$ cat config.mk
export PLATFORM = sky130hd
export DESIGN_NAME = dmem_arbiter
export DESIGN_NICKNAME = d
export VERILOG_FILES = /design/src/rtl/dmem_arbiter.sv
export SDC_FILE = /design/constraint.sdc
export NUM_CORES = 1
export LEC_CHECK = 0
export CAP_MARGIN = 20
export CORE_AREA = 2 2 229 231
export CTS_BUF_LIST = sky130_fd_sc_hd__clkbuf_4
export CTS_CLUSTER_DIAMETER = 30
export CTS_CLUSTER_SIZE = 28
export DETAILED_ROUTE_END_ITERATION = 6
export DIE_AREA = 0 0 231 233
export REMOVE_ABC_BUFFERS = 1
export SLEW_MARGIN = 20
export SYNTH_ARGS = -nofsm -noshare
export SYNTH_HDL_FRONTEND = slang
export SYNTH_SLANG_ARGS = --single-unit
$ cat constraint.sdc
create_clock -name clk -period 7.3 [get_ports clk]
set_input_delay 0.73 -clock clk [delete_from_list [all_inputs] [get_ports clk]]
set_output_delay 0.73 -clock clk [all_outputs]
set_load 0.02 [all_outputs]
$ cat src/rtl/dmem_arbiter.sv
// Shares one data memory between the CPU load/store path and the debug/loader port.
// Round-robin grant, fixed MEM_LAT access window, one-cycle ack per transaction.
//
// state    | meaning
// ---------+-----------------------------------------------------------
// S_IDLE   | sample requests, grant one, latch its command
// S_ACCESS | memory held for MEM_LAT cycles, down-counter to terminal 0
// S_RESP   | owner's ack pulses, rdata/err valid, then back to idle
module dmem_arbiter #(
  parameter int ADDR_W  = 64,
  parameter int DATA_W  = 64,
  parameter int MEM_LAT = 2
) (
  input  logic              clk,
  input  logic              reset,
  input  logic              cpu_req,
  input  logic              cpu_we,
  input  logic [ADDR_W-1:0] cpu_addr,
  input  logic [DATA_W-1:0] cpu_wdata,
  input  logic [3:0]        cpu_size,
  output logic              cpu_ack,
  output logic              cpu_err,
  output logic [DATA_W-1:0] cpu_rdata,
  output logic              cpu_stall,
  input  logic              dbg_req,
  input  logic              dbg_we,
  input  logic [ADDR_W-1:0] dbg_addr,
  input  logic [DATA_W-1:0] dbg_wdata,
  output logic              dbg_ack,
  output logic              dbg_err,
  output logic [DATA_W-1:0] dbg_rdata,
  output logic [ADDR_W-1:0] mem_addr,
  output logic [DATA_W-1:0] mem_write_data,
  output logic [3:0]        mem_xfer_size,
  output logic              mem_write_enable,
  output logic              mem_read_enable,
  input  logic [DATA_W-1:0] mem_read_data
);

  localparam logic [1:0] S_IDLE   = 2'd0;
  localparam logic [1:0] S_ACCESS = 2'd1;
  localparam logic [1:0] S_RESP   = 2'd2;

  localparam logic OWN_CPU = 1'b0;
  localparam logic OWN_DBG = 1'b1;

  localparam int CNT_W = (MEM_LAT > 1) ? $clog2(MEM_LAT) : 1;
  localparam logic [CNT_W-1:0] CNT_INIT = CNT_W'(MEM_LAT - 1);

  logic [1:0]        state;
  logic [CNT_W-1:0]  cnt;
  logic              owner;
  logic              last_grant;
  logic              lat_we;
  logic [ADDR_W-1:0] lat_addr;
  logic [DATA_W-1:0] lat_wdata;
  logic [3:0]        lat_size;
  logic              cpu_err_q;
  logic              dbg_err_q;
  logic [DATA_W-1:0] cpu_rdata_q;
  logic [DATA_W-1:0] dbg_rdata_q;

  logic              grant_cpu;
  logic              grant_dbg;
  logic              sel_we;
  logic [ADDR_W-1:0] sel_addr;
  logic [DATA_W-1:0] sel_wdata;
  logic [3:0]        sel_size;
  logic              size_ok;
  logic              misaligned;
  logic              sel_err;
  logic              in_access;

  // On a tie the requester that did not win last time goes next.
  always_comb begin
    grant_cpu  = cpu_req & (~dbg_req | (last_grant == OWN_DBG));
    grant_dbg  = dbg_req & ~grant_cpu;
    sel_we     = grant_cpu ? cpu_we    : dbg_we;
    sel_addr   = grant_cpu ? cpu_addr  : dbg_addr;
    sel_wdata  = grant_cpu ? cpu_wdata : dbg_wdata;
    sel_size   = grant_cpu ? cpu_size  : 4'd8;
    size_ok    = (sel_size == 4'd1) || (sel_size == 4'd2) ||
                 (sel_size == 4'd4) || (sel_size == 4'd8);
    misaligned = |(sel_addr[3:0] & (sel_size - 4'd1));
    sel_err    = ~size_ok | misaligned;
  end

  always_ff @(posedge clk) begin
    if (reset) begin
      state       <= S_IDLE;
      cnt         <= '0;
      owner       <= OWN_CPU;
      last_grant  <= OWN_DBG;
      lat_we      <= 1'b0;
      lat_addr    <= '0;
      lat_wdata   <= '0;
      lat_size    <= '0;
      cpu_err_q   <= 1'b0;
      dbg_err_q   <= 1'b0;
      cpu_rdata_q <= '0;
      dbg_rdata_q <= '0;
    end else begin
      case (state)
        S_IDLE: begin
          if (grant_cpu || grant_dbg) begin
            owner      <= grant_dbg ? OWN_DBG : OWN_CPU;
            last_grant <= grant_dbg ? OWN_DBG : OWN_CPU;
            lat_we     <= sel_we;
            lat_addr   <= sel_addr;
            lat_wdata  <= sel_wdata;
            lat_size   <= sel_size;
            if (sel_err) begin
              // Rejected requests never touch memory; report straight away.
              state <= S_RESP;
              if (grant_dbg) begin
                dbg_err_q   <= 1'b1;
                dbg_rdata_q <= '0;
              end else begin
                cpu_err_q   <= 1'b1;
                cpu_rdata_q <= '0;
              end
            end else begin
              state <= S_ACCESS;
              cnt   <= CNT_INIT;
            end
          end
        end
        S_ACCESS: begin
          if (cnt == '0) begin
            state <= S_RESP;
            if (owner == OWN_DBG) begin
              dbg_err_q   <= 1'b0;
              dbg_rdata_q <= lat_we ? '0 : mem_read_data;
            end else begin
              cpu_err_q   <= 1'b0;
              cpu_rdata_q <= lat_we ? '0 : mem_read_data;
            end
          end else begin
            cnt <= cnt - CNT_W'(1);
          end
        end
        S_RESP:  state <= S_IDLE;
        default: state <= S_IDLE;
      endcase
    end
  end

  assign in_access = (state == S_ACCESS);

  // Memory bus is quiet (all zero) outside the access window.
  assign mem_addr         = in_access ? lat_addr  : '0;
  assign mem_write_data   = in_access ? lat_wdata : '0;
  assign mem_xfer_size    = in_access ? lat_size  : 4'd0;
  assign mem_write_enable = in_access & lat_we & (cnt == CNT_INIT);
  assign mem_read_enable  = in_access & ~lat_we;

  assign cpu_ack   = (state == S_RESP) && (owner == OWN_CPU);
  assign dbg_ack   = (state == S_RESP) && (owner == OWN_DBG);
  assign cpu_err   = cpu_err_q;
  assign dbg_err   = dbg_err_q;
  assign cpu_rdata = cpu_rdata_q;
  assign dbg_rdata = dbg_rdata_q;
  assign cpu_stall = cpu_req & ~cpu_ack;

endmodule

After elaboration in Yosys (flattened, before gate mapping) --
Index checks and enable logic that the tools add are counted.
Cells by class: eq/ne operators 14, reduce and logical (&&, ||, !) cells 14, muxes and demuxes 41, $add $sub $neg 2, bitwise logic cells 15
Operator list (count):
- 64-bit two-way mux | 15
- 64-bit one-hot mux with 2 select lines | 2
- 2-bit != test, second input constant | 8
- 1-bit two-way mux | 15
- 6-bit AND reduction | 2
- 4-bit two-way mux | 2
- 1-bit AND | 6
- 2-bit two-way mux | 3
- 1-bit NOT | 6
- 1-bit one-hot mux with 2 select lines | 3
- 4-bit AND | 1
- 4-bit by 1-bit equality test with 1-bit output, second input constant | 1
- 4-bit by 2-bit equality test with 1-bit output, second input constant | 1
- 4-bit by 3-bit equality test with 1-bit output, second input constant | 1
- 4-bit equality test, second input constant | 1
- 1-bit logical OR | 4
- 2-bit one-hot mux with 2 select lines | 1
- 2-bit AND reduction | 2
- 4-bit OR reduction | 1
- 4-bit by 1-bit subtractor with 4-bit output, second input constant | 1
- 3-bit AND reduction | 1
- 2-bit by 1-bit equality test with 1-bit output, second input constant | 1
- 2-bit equality test, second input constant | 1
- 1-bit logical AND | 2
- 4 further kinds | 5
Storage, ports and cells: output and inout port bits 267, flip-flop bits (word level) 268, word-level logic and storage cells 98, input port bits 330

Depth between registers and ports, before layout --
depth in word-level cells 13, depth in mapped cells 15, gate-level depth less buffers 11

Worst setup path after synthesis --
No wires, ideal clock.
path type input to register, start input cpu_req, end register dbg_rdata_q[10], in the netlist dbg_rdata[10], required time 7230 ps, slack 4201 ps, data arrival time 3029 ps, stages 13, setup time 70 ps, buffers on the path 4, cells stage by stage buf_2 > inv_1 > nor2_2 > clkbuf_1 > nand2_1 > ha_1 > nor2b_1 > a221o_1 > and4bb_1 > buf_4 > buf_4 > o21ai_1 > a21oi_1
On the way: word-level cells in the longest chain between the ends 10, elaborated cells between the ends (all ways) 22, those cells by class add/sub: 1; eq/ne: 7; mux: 2; bitwise: 6; reduce/logical: 6
RTL lines:
- start, declared | RTL line 16 | input logic cpu_req,
- 1-bit AND (*) | RTL line 76 | grant_cpu = cpu_req & (~dbg_req | (last_grant == OWN_DBG));
- branches (longest 8 deep; another with 4-bit by 1-bit subtractor with 4-bit output)
- 6-bit AND reduction (no source line) (*)
- end signal, assigned | RTL line 133 | dbg_rdata_q <= lat_we ? '0 : mem_read_data;
- end, declared | RTL line 61 | logic [DATA_W-1:0] dbg_rdata_q;
Mark *: on every way between the ends. A chain may end at the register's enable or synchronous reset.

Worst setup path after layout --
start register state[0], end output mem_write_data[25]
On the way: word-level cells in the longest chain between the ends 2
RTL lines:
- start, declared | RTL line 50 | logic [1:0] state;
- start signal, assigned | RTL line 90 | state <= S_IDLE;
- start signal, assigned | RTL line 114 | state <= S_RESP;
- start signal, assigned | RTL line 123 | state <= S_ACCESS;
- 2-bit by 1-bit equality test with 1-bit output | RTL line 148 | assign in_access = (state == S_ACCESS);
- 64-bit two-way mux | RTL line 152 | assign mem_write_data = in_access ? lat_wdata : '0;
- end, declared | RTL line 33 | output logic [DATA_W-1:0] mem_write_data,
Every way passes these cells.

==> metrics.md <==
| Metric | Value |
|---|---|
| Maximum vdd drop | `101 uV` |
| Top-area cell type share of the netlist area | `about 45%` |
| Unrepaired setup endpoints after global routing | `false` |
| Post-synthesis mux area share | `less than 1%` |
| Clock Latency Late Sink | `0.78 ns` |
| Static leakage | `6.88 nW` |
| Hold Fails Final Rpt | `0` |
| Ys async rst share | `0%` |
| Antenna Violating Nets Remaining | `0` |
| Largest family of logic cells by synthesized area | `simple AND/OR/NAND/NOR gates` |
| CTS tree | `done` |
| Critical path data required time | `6.57 ns` |
| # setup viols final | `0` |
| Antenna violations before repair | `9` |
| Ys Warns | `0` |
| Post-synthesis area per instance | `7.74 um^2` |
| Mapped cell area | `0.0120 mm^2` |
| Post-CTS Setup Bufs | `0` |
| Most instantiated cells after synthesis | `nand2_1 (272), dfxtp_1 (268), a21oi_1 (136)` |
| Slew HR | `21.3%` |
| Critical Path AT | `3.78 ns` |
| Routed WL | `53.2 mm` |
| Resized cells post-CTS | `0` |
| Hold Crit Start | `lat_addr[2]` |
| Synthesis-stage register bit count | `268` |
| Most common cell in the netlist | `nand2_1` |
| Synth top area cells | `dfxtp_1 (45%), a311oi_1 (9.4%), nand2_1 (8.5%), and2_1 (6.9%), a21oi_1 (5.7%)` |
| Vias per cell | `4.84` |
| Top cell type by total area after synthesis | `dfxtp_1` |
| Worst hold stages | `2` |
| Final Instance Area | `0.0193 mm^2` |
| Hpwl dp | `38.7 mm` |
| Fin nets | `2,406` |
| Sink Count | `268` |
| Max Buffers Root-to-Sink | `3` |
| HP Class | `flip-flop to flip-flop` |
| Pin count of the biggest net entering global routing | `between 200 and 250` |
| Slack of the worst reg-to-reg path | `roughly 3.8 ns` |
| GR Overflow Total | `0` |
| Outcome | `finished clean` |
| Synthesized instance count | `~1,500` |
| Layout cells sized above 1 | `7.07%` |
| Synth Flop Type | `dfxtp_1` |
| Worst-path clk slew | `0.06 ns` |
| Hold EP | `lat_addr[2]` |
| Max Cap Viol | `0` |
| Vias in the first global route | `13,197` |
| Gr usage total | `18.9%` |
| Clock Skews | `~0.048 ns` |
| Residual DRC | `0` |
| Worst r2r src | `last_grant` |
| Dpl cells | `2,679` |
| Post-route insts no fill | `2,807` |
| Slew @ Worst Pin | `1.18 ns` |
| Routed WL per cell | `18.9 um` |
| Adder-cell share of the synthesized area | `0.209%` |
| Synthesis-to-finish area growth | `61.5%` |
| Post-synthesis compound-gate area fraction | `21.8%` |
| Synth Area in Simple Gates | `between 20% and 30%` |
| Ports | `about 600` |
| DR pass1 iterations | `5` |
| Die Span Y | `~230 um` |
| Sequential area share after synthesis | `roughly 45%` |
| Die Wd | `231 um` |
| R2r endpoint | `cpu_rdata[32]` |
| Total core area | `0.0511 mm^2` |
| Fill count | `around 5,400` |
| Maximum clock rate | `0.222 GHz` |
| PwrDens | `205 mW/mm^2` |
| Crit Path Class | `flip-flop to output port` |
| GPL Wtd Cong | `around 0.85` |
| Fin crit share | `61.8%` |
| Final max-slew violation count | `0` |
| Post-layout util | `37.9%` |
| Fin crit period | `4.51 ns` |
| Synth cell types | `42` |
| Hold_buf cts | `0` |
| DRT iter0 DRCs | `~750` |
| First-pass GRT wire length | `77.9 mm` |
| Starting density of the core | `23.5%` |
| Number of synthesized flops with an enable pin | `0` |
| Root Driver | `clkbuf_4` |
| XOR/XNOR share of the synthesized area | `0%` |
| Startpoint types | `flip-flop` |
| Die ar. | `0.0538 mm^2` |
| Reg2reg path depth | `12` |
| Via count | `approximately 14,000` |
| Placed inst area | `roughly 0.018 mm^2` |
| Row count | `83` |
| Worst Path Max Fanout | `83` |
| CP Capture Type | `output port` |
| Setup TNS | `0 ns` |
| Num CTS Buffers | `73` |
| Port bufs | `596` |
| H-tree Lvls | `3` |
## flip-flops by register name (all words and copies together) (netlist names)
name        count
lat_addr       64
cnt             1
dbg_rdata      64
dbg_err         1
cpu_err         1
state           2
cpu_rdata      64
lat_size        4
owner           1
lat_wdata      64
last_grant      1
lat_we          1
## per-layer routing
| metal | global-route usage [%] | vias to the layer above | routed length [um] |
|---|---|---|---|
| li1 | - | 6540 | - |
| met1 | 20.4 | 6330 | 20100 |
| met2 | 32.1 | 605 | 25500 |
| met3 | 6.75 | 106 | 5020 |
| met4 | 10.3 | 10 | 2520 |
| met5 | 0 | - | 65 |
## placed cells by master (no fill, tap or decap), types with 2 or more instances in the layout
master and count:
and3_1 3, buf_4 17, clkinv_2 11, nor2b_1 4
clkdlybuf4s50_1 595, clkbuf_4 90, nand3_1 67, nand2b_1 2
dfxtp_1 268, clkinv_1 7, nand2_1 271, clkinv_4 4
clkinvlp_4 5, a311oi_1 128, and2_1 132, a21oi_1 136
nor2_4 3, o21ai_1 111, bufinv_16 6, a221o_1 2
o21ai_0 23, diode_2 4, ha_1 2, nor3_1 5
inv_1 5, o211ai_1 3, nor2_1 132, nand4_1 65
## cells by family (layout without fill, tap and decap cells)
kind of cell,Yosys count,after routing
flip-flops,268,268
buffers and inverters,169,743
multiplexers,1,1
AO/OA/AOI/OAI,413,413
adder cells (fa/ha/maj),2,2
AND/OR/NAND/NOR,696,696
other,0,4
## layout make-up
type	count	area, um^2	area share, %
tap	680	851	4.40
inverter	5	18.8	0.0970
clock buffer	90	676	3.49
clock inverter	34	338	1.75
sequential	268	5370	27.7
timing repair buffer	614	6120	31.6
multi-input combinational	1112	5970	30.9
antenna	4	10.0	0.0517
## worst max-delay path by stage
stage / cells past startpoint / startpoint / to / slack, ns
2_1_floorplan: 11 / dbg_req / cpu_rdata[0] / 0.78
6_report: 5 / state[0] / mem_write_data[25] / 2.79
3_3_place_gp: 13 / cpu_req / cpu_rdata[5] / 2.95
3_5_place_dp: 13 / cpu_req / cpu_rdata[12] / 2.87
4_1_cts: 5 / state[0] / mem_write_data[25] / 2.54
5_1_grt: 5 / state[0] / mem_write_data[25] / 2.43
## power by group
group          switching, W  internal, W  leakage, nW
clock              0.000696     0.000810        0.574
sequential        0.0000569      0.00158         2.19
combinational      0.000485     0.000339         4.11
## critical path, stage by stage, from the launching register on
cell and delay [ns]:
dfxtp_1 0.56, inv_1 0.18, nor2_4 0.50, buf_4 0.66, and2_1 0.27, clkdlybuf4s50_1 0.75
## stage by stage
stage               power (W)  worst slack [ns]  hold WS [ns]
CTS                   0.00403              2.54         0.357
detailed placement    0.00249              2.87         0.445
finish                0.00396              2.79         0.452
global route          0.00419              2.43         0.398
global placement      0.00248              2.95         0.437
floorplan             0.00208             0.784         0.421
Note: power is estimated with default switching activity, not from simulation.
